===== config.mk =====
export PLATFORM = sky130hd
export DESIGN_NAME = axi_burst_master
export DESIGN_NICKNAME = d
export VERILOG_FILES = /design/src/rtl/axi_burst_master.sv
export SDC_FILE = /design/constraint.sdc
export NUM_CORES = 1
export LEC_CHECK = 0
export ABC_AREA = 1
export BUFFER_PORTS_ARGS = -buffer_cell sky130_fd_sc_hd__buf_2
export CAP_MARGIN = 20
export CORE_AREA = 2 2 120 122
export CTS_BUF_LIST = sky130_fd_sc_hd__clkbuf_16
export DETAILED_ROUTE_END_ITERATION = 12
export DIE_AREA = 0 0 122 124
export PLACE_DENSITY_LB_ADDON = 0.08
export SLEW_MARGIN = 10
export SYNTH_ARGS = -nofsm -noshare
export SYNTH_HDL_FRONTEND = slang
export SYNTH_SLANG_ARGS = --single-unit
export TNS_END_PERCENT = 10

===== constraint.sdc =====
create_clock -name ACLK -period 1.85 [get_ports ACLK]
set_clock_uncertainty 0.05 [all_clocks]
set_input_delay 0.0925 -clock ACLK [delete_from_list [all_inputs] [get_ports ACLK]]
set_output_delay 0.0925 -clock ACLK [all_outputs]
set_load 0.05 [all_outputs]

===== src/rtl/axi_burst_master.sv =====
// axi_burst_master
//   AXI4 initiator that converts a single core-side request (address, length,
//   read/write) into one INCR burst on the AXI bus, streams beats to/from the
//   client through valid/ready handshakes, and pulses done with the final
//   response before returning to idle. Only one transaction is in flight.
//
// Ports
//   ACLK, ARESET        clock (rising edge), synchronous active-high reset
//   req_*               client request channel (valid/ready, write flag,
//                       word-aligned start address, length = beats-1)
//   wr_*                client write-beat stream into the master
//   rd_*                client read-beat stream out of the master
//   done, resp          one-cycle end-of-transaction pulse, response code
//   AR*/R*/AW*/W*/B*_M  AXI4 master channels
module axi_burst_master #(
    parameter int ID_W      = 4,
    parameter int MASTER_ID = 0,
    parameter int ADDR_W    = 32,
    parameter int DATA_W    = 32,
    parameter int LEN_W     = 4
) (
    input  logic                ACLK,
    input  logic                ARESET,
    // client request
    input  logic                req_valid,
    output logic                req_ready,
    input  logic                req_write,
    input  logic [ADDR_W-1:0]   req_addr,
    input  logic [LEN_W-1:0]    req_len,
    // client write beats
    input  logic [DATA_W-1:0]   wr_data,
    input  logic [DATA_W/8-1:0] wr_strb,
    input  logic                wr_valid,
    output logic                wr_ready,
    // client read beats
    output logic [DATA_W-1:0]   rd_data,
    output logic                rd_last,
    output logic                rd_valid,
    input  logic                rd_ready,
    // completion
    output logic                done,
    output logic [1:0]          resp,
    // AXI read address
    output logic [ID_W-1:0]     ARID_M,
    output logic [ADDR_W-1:0]   ARADDR_M,
    output logic [7:0]          ARLEN_M,
    output logic [2:0]          ARSIZE_M,
    output logic [1:0]          ARBURST_M,
    output logic                ARVALID_M,
    input  logic                ARREADY_M,
    // AXI read data
    input  logic [ID_W-1:0]     RID_M,
    input  logic [DATA_W-1:0]   RDATA_M,
    input  logic [1:0]          RRESP_M,
    input  logic                RLAST_M,
    input  logic                RVALID_M,
    output logic                RREADY_M,
    // AXI write address
    output logic [ID_W-1:0]     AWID_M,
    output logic [ADDR_W-1:0]   AWADDR_M,
    output logic [7:0]          AWLEN_M,
    output logic [2:0]          AWSIZE_M,
    output logic [1:0]          AWBURST_M,
    output logic                AWVALID_M,
    input  logic                AWREADY_M,
    // AXI write data
    output logic [DATA_W-1:0]   WDATA_M,
    output logic [DATA_W/8-1:0] WSTRB_M,
    output logic                WLAST_M,
    output logic                WVALID_M,
    input  logic                WREADY_M,
    // AXI write response
    input  logic [ID_W-1:0]     BID_M,
    input  logic [1:0]          BRESP_M,
    input  logic                BVALID_M,
    output logic                BREADY_M
);

    localparam logic [ID_W-1:0] MID = ID_W'(MASTER_ID);

    typedef enum logic [2:0] {
        S_IDLE,
        S_AR,
        S_R,
        S_AW,
        S_W,
        S_B
    } state_t;

    state_t              state_reg, state_next;
    logic [ADDR_W-1:0]   addr_reg, addr_next;
    logic [LEN_W-1:0]    len_reg, len_next;
    logic [LEN_W-1:0]    cnt_reg, cnt_next;
    logic [1:0]          resp_reg, resp_next;
    logic                done_reg, done_next;
    logic [1:0]          beat_err;
    logic                cnt_at_len;

    assign cnt_at_len = (cnt_reg == len_reg);

    // ------------------------------------------------------------------
    // State and datapath registers
    // ------------------------------------------------------------------
    always_ff @(posedge ACLK) begin
        if (ARESET) begin
            state_reg <= S_IDLE;
            addr_reg  <= '0;
            len_reg   <= '0;
            cnt_reg   <= '0;
            resp_reg  <= 2'b00;
            done_reg  <= 1'b0;
        end else begin
            state_reg <= state_next;
            addr_reg  <= addr_next;
            len_reg   <= len_next;
            cnt_reg   <= cnt_next;
            resp_reg  <= resp_next;
            done_reg  <= done_next;
        end
    end

    // ------------------------------------------------------------------
    // Next-state logic
    // ------------------------------------------------------------------
    always_comb begin
        state_next = state_reg;
        addr_next  = addr_reg;
        len_next   = len_reg;
        cnt_next   = cnt_reg;
        resp_next  = resp_reg;
        done_next  = 1'b0;
        beat_err   = 2'b00;

        case (state_reg)
            S_IDLE: begin
                if (req_valid && req_ready) begin
                    addr_next  = req_addr;
                    len_next   = req_len;
                    cnt_next   = '0;
                    resp_next  = 2'b00;
                    state_next = req_write ? S_AW : S_AR;
                end
            end

            S_AR: begin
                if (ARREADY_M) begin
                    state_next = S_R;
                end
            end

            S_R: begin
                if (RVALID_M && RREADY_M) begin
                    // A slave error code wins; otherwise a wrong ID or an
                    // RLAST that disagrees with the beat count is SLVERR.
                    if (RRESP_M != 2'b00) begin
                        beat_err = RRESP_M;
                    end else if ((RID_M != MID) || (RLAST_M != cnt_at_len)) begin
                        beat_err = 2'b10;
                    end
                    // Sticky: the first error of the burst is the one reported.
                    if (resp_reg == 2'b00) begin
                        resp_next = beat_err;
                    end
                    // Saturate at len so an overlong burst cannot wrap.
                    if (!cnt_at_len) begin
                        cnt_next = cnt_reg + LEN_W'(1);
                    end
                    if (RLAST_M) begin
                        done_next  = 1'b1;
                        state_next = S_IDLE;
                    end
                end
            end

            S_AW: begin
                if (AWREADY_M) begin
                    state_next = S_W;
                end
            end

            S_W: begin
                if (wr_valid && WREADY_M) begin
                    if (cnt_at_len) begin
                        state_next = S_B;
                    end else begin
                        cnt_next = cnt_reg + LEN_W'(1);
                    end
                end
            end

            S_B: begin
                if (BVALID_M) begin
                    resp_next  = (BID_M != MID) ? 2'b10 : BRESP_M;
                    done_next  = 1'b1;
                    state_next = S_IDLE;
                end
            end

            default: begin
                state_next = S_IDLE;
            end
        endcase
    end

    // ------------------------------------------------------------------
    // Outputs: state-decoded from registers or direct pass-through
    // ------------------------------------------------------------------
    // Holding req_ready low during the done pulse keeps the two exclusive.
    assign req_ready = (state_reg == S_IDLE) && !done_reg;
    assign done      = done_reg;
    assign resp      = resp_reg;

    assign ARID_M    = MID;
    assign ARADDR_M  = addr_reg;
    assign ARLEN_M   = 8'(len_reg);
    assign ARSIZE_M  = 3'b010;
    assign ARBURST_M = 2'b01;
    assign ARVALID_M = (state_reg == S_AR);

    assign RREADY_M  = (state_reg == S_R) && rd_ready;
    assign rd_valid  = (state_reg == S_R) && RVALID_M;
    assign rd_last   = (state_reg == S_R) && RLAST_M;
    assign rd_data   = RDATA_M;

    assign AWID_M    = MID;
    assign AWADDR_M  = addr_reg;
    assign AWLEN_M   = 8'(len_reg);
    assign AWSIZE_M  = 3'b010;
    assign AWBURST_M = 2'b01;
    assign AWVALID_M = (state_reg == S_AW);

    assign WVALID_M  = (state_reg == S_W) && wr_valid;
    assign wr_ready  = (state_reg == S_W) && WREADY_M;
    assign WLAST_M   = (state_reg == S_W) && cnt_at_len;
    assign WDATA_M   = wr_data;
    assign WSTRB_M   = wr_strb;

    assign BREADY_M  = (state_reg == S_B);

endmodule


# Word-level counts from Yosys, hierarchy flattened

Cells that the tools add are included.

$add $sub $neg: 1
Equality and inequality tests: 16
Muxes and demuxes: 27
Reductions and logical operators: 23

Operator list:

| operator                                                                 | number |
|---|---|
| 3-bit 2-to-1 mux                                                         | 8 |
| 3-bit one-hot mux with 6 select lines                                    | 1 |
| 2-bit 2-to-1 mux                                                         | 8 |
| 4-bit 2-to-1 mux                                                         | 4 |
| 2-bit inequality test (second input constant)                            | 7 |
| 4-bit one-hot mux with 3 select lines                                    | 1 |
| 1-bit logical AND                                                        | 10 |
| 8-bit AND reduction                                                      | 1 |
| 4-bit nonzero test                                                       | 2 |
| 3-bit by 2-bit equality test with 1-bit output (second input constant)   | 2 |
| 3-bit equality test (second input constant)                              | 2 |
| 2-bit one-hot mux with 3 select lines                                    | 1 |
| 3-bit nonzero test                                                       | 2 |
| 5-bit AND reduction                                                      | 1 |
| 4-bit by 1-bit adder with 4-bit output (second input constant)           | 1 |
| 4-bit equality test                                                      | 1 |
| 2-bit by 1-bit inequality test with 1-bit output (second input constant) | 2 |
| 4-bit AND reduction                                                      | 1 |
| 3-bit by 1-bit equality test with 1-bit output (second input constant)   | 1 |
| 3-bit zero test                                                          | 1 |
| 1-bit 2-to-1 mux                                                         | 3 |
| 2-bit zero test                                                          | 1 |
| 1-bit one-hot mux with 2 select lines                                    | 1 |
| 2-bit AND reduction                                                      | 1 |
| 4 further kinds                                                          | 4 |

Bits in registers: 46
Input bits: 128
Logic and storage cells: 73
Output and inout bits: 179

# Logic depth before layout (Yosys ltp)

Depth in word-level cells: 8
Depth in mapped cells: 11
Gate-level depth less buffers: 11

# Worst setup path before layout

Ideal clock, no wire load.

Kind: register to register
Start: register state_reg[0]
End: register state_reg[0]
Clock period less this slack: 2.319 ns
Path buffers: 0
Required time: 1.684 ns
Path slack: -0.469 ns
Arrival time: 2.153 ns
Stages on the path, launching flop included: 10
Library setup time: 0.116 ns
Cell sequence: dfxtp_1 inv_2 nor3_1 nand2_1 o21ai_0 nor2_1 nand3_2 inv_2 nor2_1 nor2_1

Elaborated cells between the ends (all ways): 20
Those cells by class: eq/ne (13); mux (1); reduce/logical (6)

RTL lines:

| what                                                       | RTL line | text |
|---|---|---|
| start: declaration                                         | 90       | `state_t state_reg, state_next;` |
| start signal: assignment                                   | 113      | `state_reg <= state_next;` |
| 3-bit by 2-bit equality test with 1-bit output (*)         | n/a      |  |
| via AWVALID_M                                              | 64       | `output logic AWVALID_M,` |
| 2-bit by 1-bit inequality test with 1-bit output (no line) | n/a      |  |
| 8-bit AND reduction (no line)                              | n/a      |  |

Mark *: on every way through the listed nets, which the timed path passes. The rest lies on a longest branch.
A chain may end at the register's enable or synchronous reset.

# Worst setup path in the final report

Start: register state_reg[0]
End: output rd_valid

Cells in the longest elaborated chain, start to end: 2

Ends and longest elaborated chain:

| what                                           | RTL line | text |
|---|---|---|
| 3-bit by 2-bit equality test with 1-bit output | 221      | `assign rd_valid = (state_reg == S_R) && RVALID_M;` |
| 1-bit logical AND                              | 221      |  |
| end: declaration                               | 38       | `output logic rd_valid,` |

No other way between the ends.

==> run summary <==
- **status** completed
- **count of endpoints failing hold in the final timing report** 0
- **number of synthesized register bits** 46
- **Largest register FFs** 32
- **max-slew violation total from the final report** 0
- **Worst Setup Path Type** flip-flop to primary output
- **vias in the first global route** 2379
- **launch point of the worst reg-to-reg path** state_reg[1]$_SDFFE_PP0P_
- **clk sinks** 46
- **Layout area overhead** 17.9%
- **required time of the critical path** 1.71 ns
- **leakage** 1.84 nW
- **number of vias per cell** 3.83
- **power density of the placed cells** 1490 nW/um^2
- **highest achievable clock rate** 584 MHz
- **CTS tree** yes
- **number of nets still failing antenna checks after routing** 0
- **number of port buffers** 144
- **path class of the lowest-slack min-delay path** input port to flip-flop
- **highest fanout seen on the critical path** 6
- **Die H** 124 um
- **vias after detailed routing** 2612
- **utilization after layout** 25.9%
- **Hold Startpoint** req_addr[31]
- **number of violations of the max-capacitance limit** 0
- **detailed-route wire length per cell** 12.0 um
- **capturing point of the worst reg2reg path** state_reg[0]$_SDFFE_PP0P_
- **number of DRC violations after detailed routing** 0
- **Die Wd** 122 um
- **overall global routing resource usage** 10.6%
- **cell count of the worst reg-to-reg path** 8
- **Total Neg Setup Slack** 0 ns
- **peak supply drop** 0.444 mV
- **largest net degree at the start of global routing** 36
- **critical path launch point type** flip-flop
- **Top-Level Pins** 307
- **hold worst-path end** ARADDR_M[31]$_SDFFE_PP0P_
- **number of buffers between clock root and the deepest sink** 2
- **fraction of final layout cells with drive strength greater than 1** 35.9%
- **H-Tree Level Count** 2
- **setup repair after global routing missed its margin** no
- **endpoint arrival time on the critical path** 1.57 ns
- **final setup vio count** 0
- **top post-synthesis cells by area** sky130_fd_sc_hd__buf_4 (32%), sky130_fd_sc_hd__dfxtp_1 (31%), sky130_fd_sc_hd__nand2_1 (13%), sky130_fd_sc_hd__a21oi_1 (7.3%), sky130_fd_sc_hd__inv_1 (3.1%)
- **cell area after synthesis** 3020 um^2
- **std cell rows** 43
- **Cells after Synth** 431
- **RePlAce Congestion** 0.742
- **initial antenna violation count** 1
- **detailed router's first-iteration violation count** 68
- **number of synthesized flops with an enable pin** 0
- **Placeable Area** 13700 um^2
- **Synth warnings** 0
- **post-route clock period utilization** 92.6%
- **clk slew on worst S/H paths** 0.07 ns
- **placed wire-length estimate** 6100 um
- **Crit. Startpoint** state_reg[0]$_SDFFE_PP0P_
- **Die Area** 15100 um^2
- **post-CTS setup buffers** 0
- **async set-or-reset flop fraction in the synthesized netlist** 0%
- **n_diodes** 0
- **kind of end point of the critical path** primary output
- **average footprint of a synthesized cell** 7.00 um^2
- **sequential area share after synthesis** 30.5%
- **Detailed Routing Iterations Pass 1** 5
- **fraction of post-synthesis cell area in the top cell type by area** 32.3%
- **Final nets** 630
- **overall overflow remaining after global route** 0
- **global-route wire length before repair** 12100 um
- **Most used DFF post-synth** sky130_fd_sc_hd__dfxtp_1
- **cts bufs inserted** 5
- **cell at the root of the clock tree** sky130_fd_sc_hd__clkbuf_16
- **effective utilization at floorplan** 22.0%
- **Worst R2R Setup Slack** 0.24 ns
- **clock insertion delay at the later pin of the skew report** 0.29 ns
- **largest area contributor in the synthesized netlist** sky130_fd_sc_hd__buf_4
- **final wirelength** 8180 um
- **number of distinct library cell variants in the gate-level netlist after synthesis** 28
- **post-layout min period** 1.71 ns
- **number of cells on the worst hold path** 3
==> report_power, final <==
group | internal [mW] | total [mW] | switching [mW]
logic | 0.711 | 3.01 | 2.30
clock network | 0.502 | 0.937 | 0.435
registers | 1.19 | 1.37 | 0.176
==> placed cells by master, fill, tap and decap left out, types with 5 or more instances in the layout <==
cell type / netlist / layout
sky130_fd_sc_hd__a21oi_1: 44 / 44
sky130_fd_sc_hd__buf_2: 1 / 141
sky130_fd_sc_hd__buf_4: 130 / 5
sky130_fd_sc_hd__clkbuf_16: 0 / 5
sky130_fd_sc_hd__conb_1: 2 / 26
sky130_fd_sc_hd__dfxtp_1: 46 / 46
sky130_fd_sc_hd__dlygate4sd3_1: 0 / 31
sky130_fd_sc_hd__inv_1: 25 / 25
sky130_fd_sc_hd__inv_2: 6 / 6
sky130_fd_sc_hd__nand2_1: 107 / 107
sky130_fd_sc_hd__nand3_1: 7 / 7
sky130_fd_sc_hd__nor2_1: 24 / 19
sky130_fd_sc_hd__nor2_2: 1 / 6
sky130_fd_sc_hd__o21ai_0: 9 / 9
==> through the flow <==
stage               instance area [um^2]  power [mW]  std cells  worst slack [ns]  hold WS [ns]
finish                              3560        5.31        682             0.137        0.0148
global route                        3560        5.69        682            0.0357        0.0314
CTS                                 3540        5.40        682            0.0133       0.00380
detailed placement                  3080        4.36        643             0.291         0.135
global placement                    3080        4.38        643             0.288         0.135
floorplan                           3120        4.28        455           -0.0682         0.175
==> worst max-delay path, stage by stage, from the launching register on <==
cell and delay [ns]:
sky130_fd_sc_hd__dfxtp_1 0.38, sky130_fd_sc_hd__inv_2 0.11, sky130_fd_sc_hd__nand3_2 0.13, sky130_fd_sc_hd__buf_4 0.19, sky130_fd_sc_hd__nor2_1 0.16, sky130_fd_sc_hd__buf_2 0.30
==> cells by family (layout without fill, tap and decap cells) <==
kind of cell               count (synthesis)  in the layout  synth area share, %
buffers and inverters                    172            219                 37.6
and+or+nand+nor                          150            150                 20.8
AOI/OAI and AO/OA                         58             58                 9.90
DFF                                       46             46                 30.5
other                                      2             26                0.249
xor gates and xnor gates                   2              2                0.580
adders and majority gates                  1              1                0.414
==> cell usage after synthesis, types with 2 or more instances <==
library cell and instances:
sky130_fd_sc_hd__nand2_1 107, sky130_fd_sc_hd__or2_2 3, sky130_fd_sc_hd__o21ai_0 9, sky130_fd_sc_hd__o21ai_1 2, sky130_fd_sc_hd__inv_2 6, sky130_fd_sc_hd__clkbuf_1 9
sky130_fd_sc_hd__buf_4 130, sky130_fd_sc_hd__a21oi_1 44, sky130_fd_sc_hd__nand3_1 7, sky130_fd_sc_hd__nor2_1 24, sky130_fd_sc_hd__inv_1 25, sky130_fd_sc_hd__nand3_2 3
sky130_fd_sc_hd__dfxtp_1 46, sky130_fd_sc_hd__conb_1 2
==> metal layers <==
layer / wire, um / part of all wire [%] / up-vias / GRT usage, %
li1: - / - / 1319 / -
met1: 3460 / 42 / 1145 / 12.3
met2: 3850 / 47 / 121 / 17.8
met3: 665 / 8.1 / 25 / 3.53
met4: 192 / 2.3 / 2 / 4.45
met5: 7 / 0.086 / - / 0
==> cell type report <==
class	count	area [um^2]
clock buffer	5	125
clock inverter	3	21.3
fill	1585	10200
inverter	31	116
multi-input combinational	237	1070
sequential	46	921
tap	180	225
timing repair buffer	180	1080
==> repair_timing <==
item / in CTS / in global routing
endpoints found under the setup margin: 0 / 3
endpoints found under the hold margin: 31 / 0
hold buffers: 31 / 0
resized for setup: 0 / 9
==> worst max-delay path by stage <==
stage | endpoint | cells after the start
4_1_cts | WLAST_M | 7
3_3_place_gp | resp[0]$_SDFFE_PP0P_ | 8
2_1_floorplan | WLAST_M | 6
5_1_grt | WLAST_M | 7
3_5_place_dp | ARADDR_M[31]$_SDFFE_PP0P_ | 6
6_report | rd_valid | 5
No activity file was read; power rests on OpenSTA's default activity.
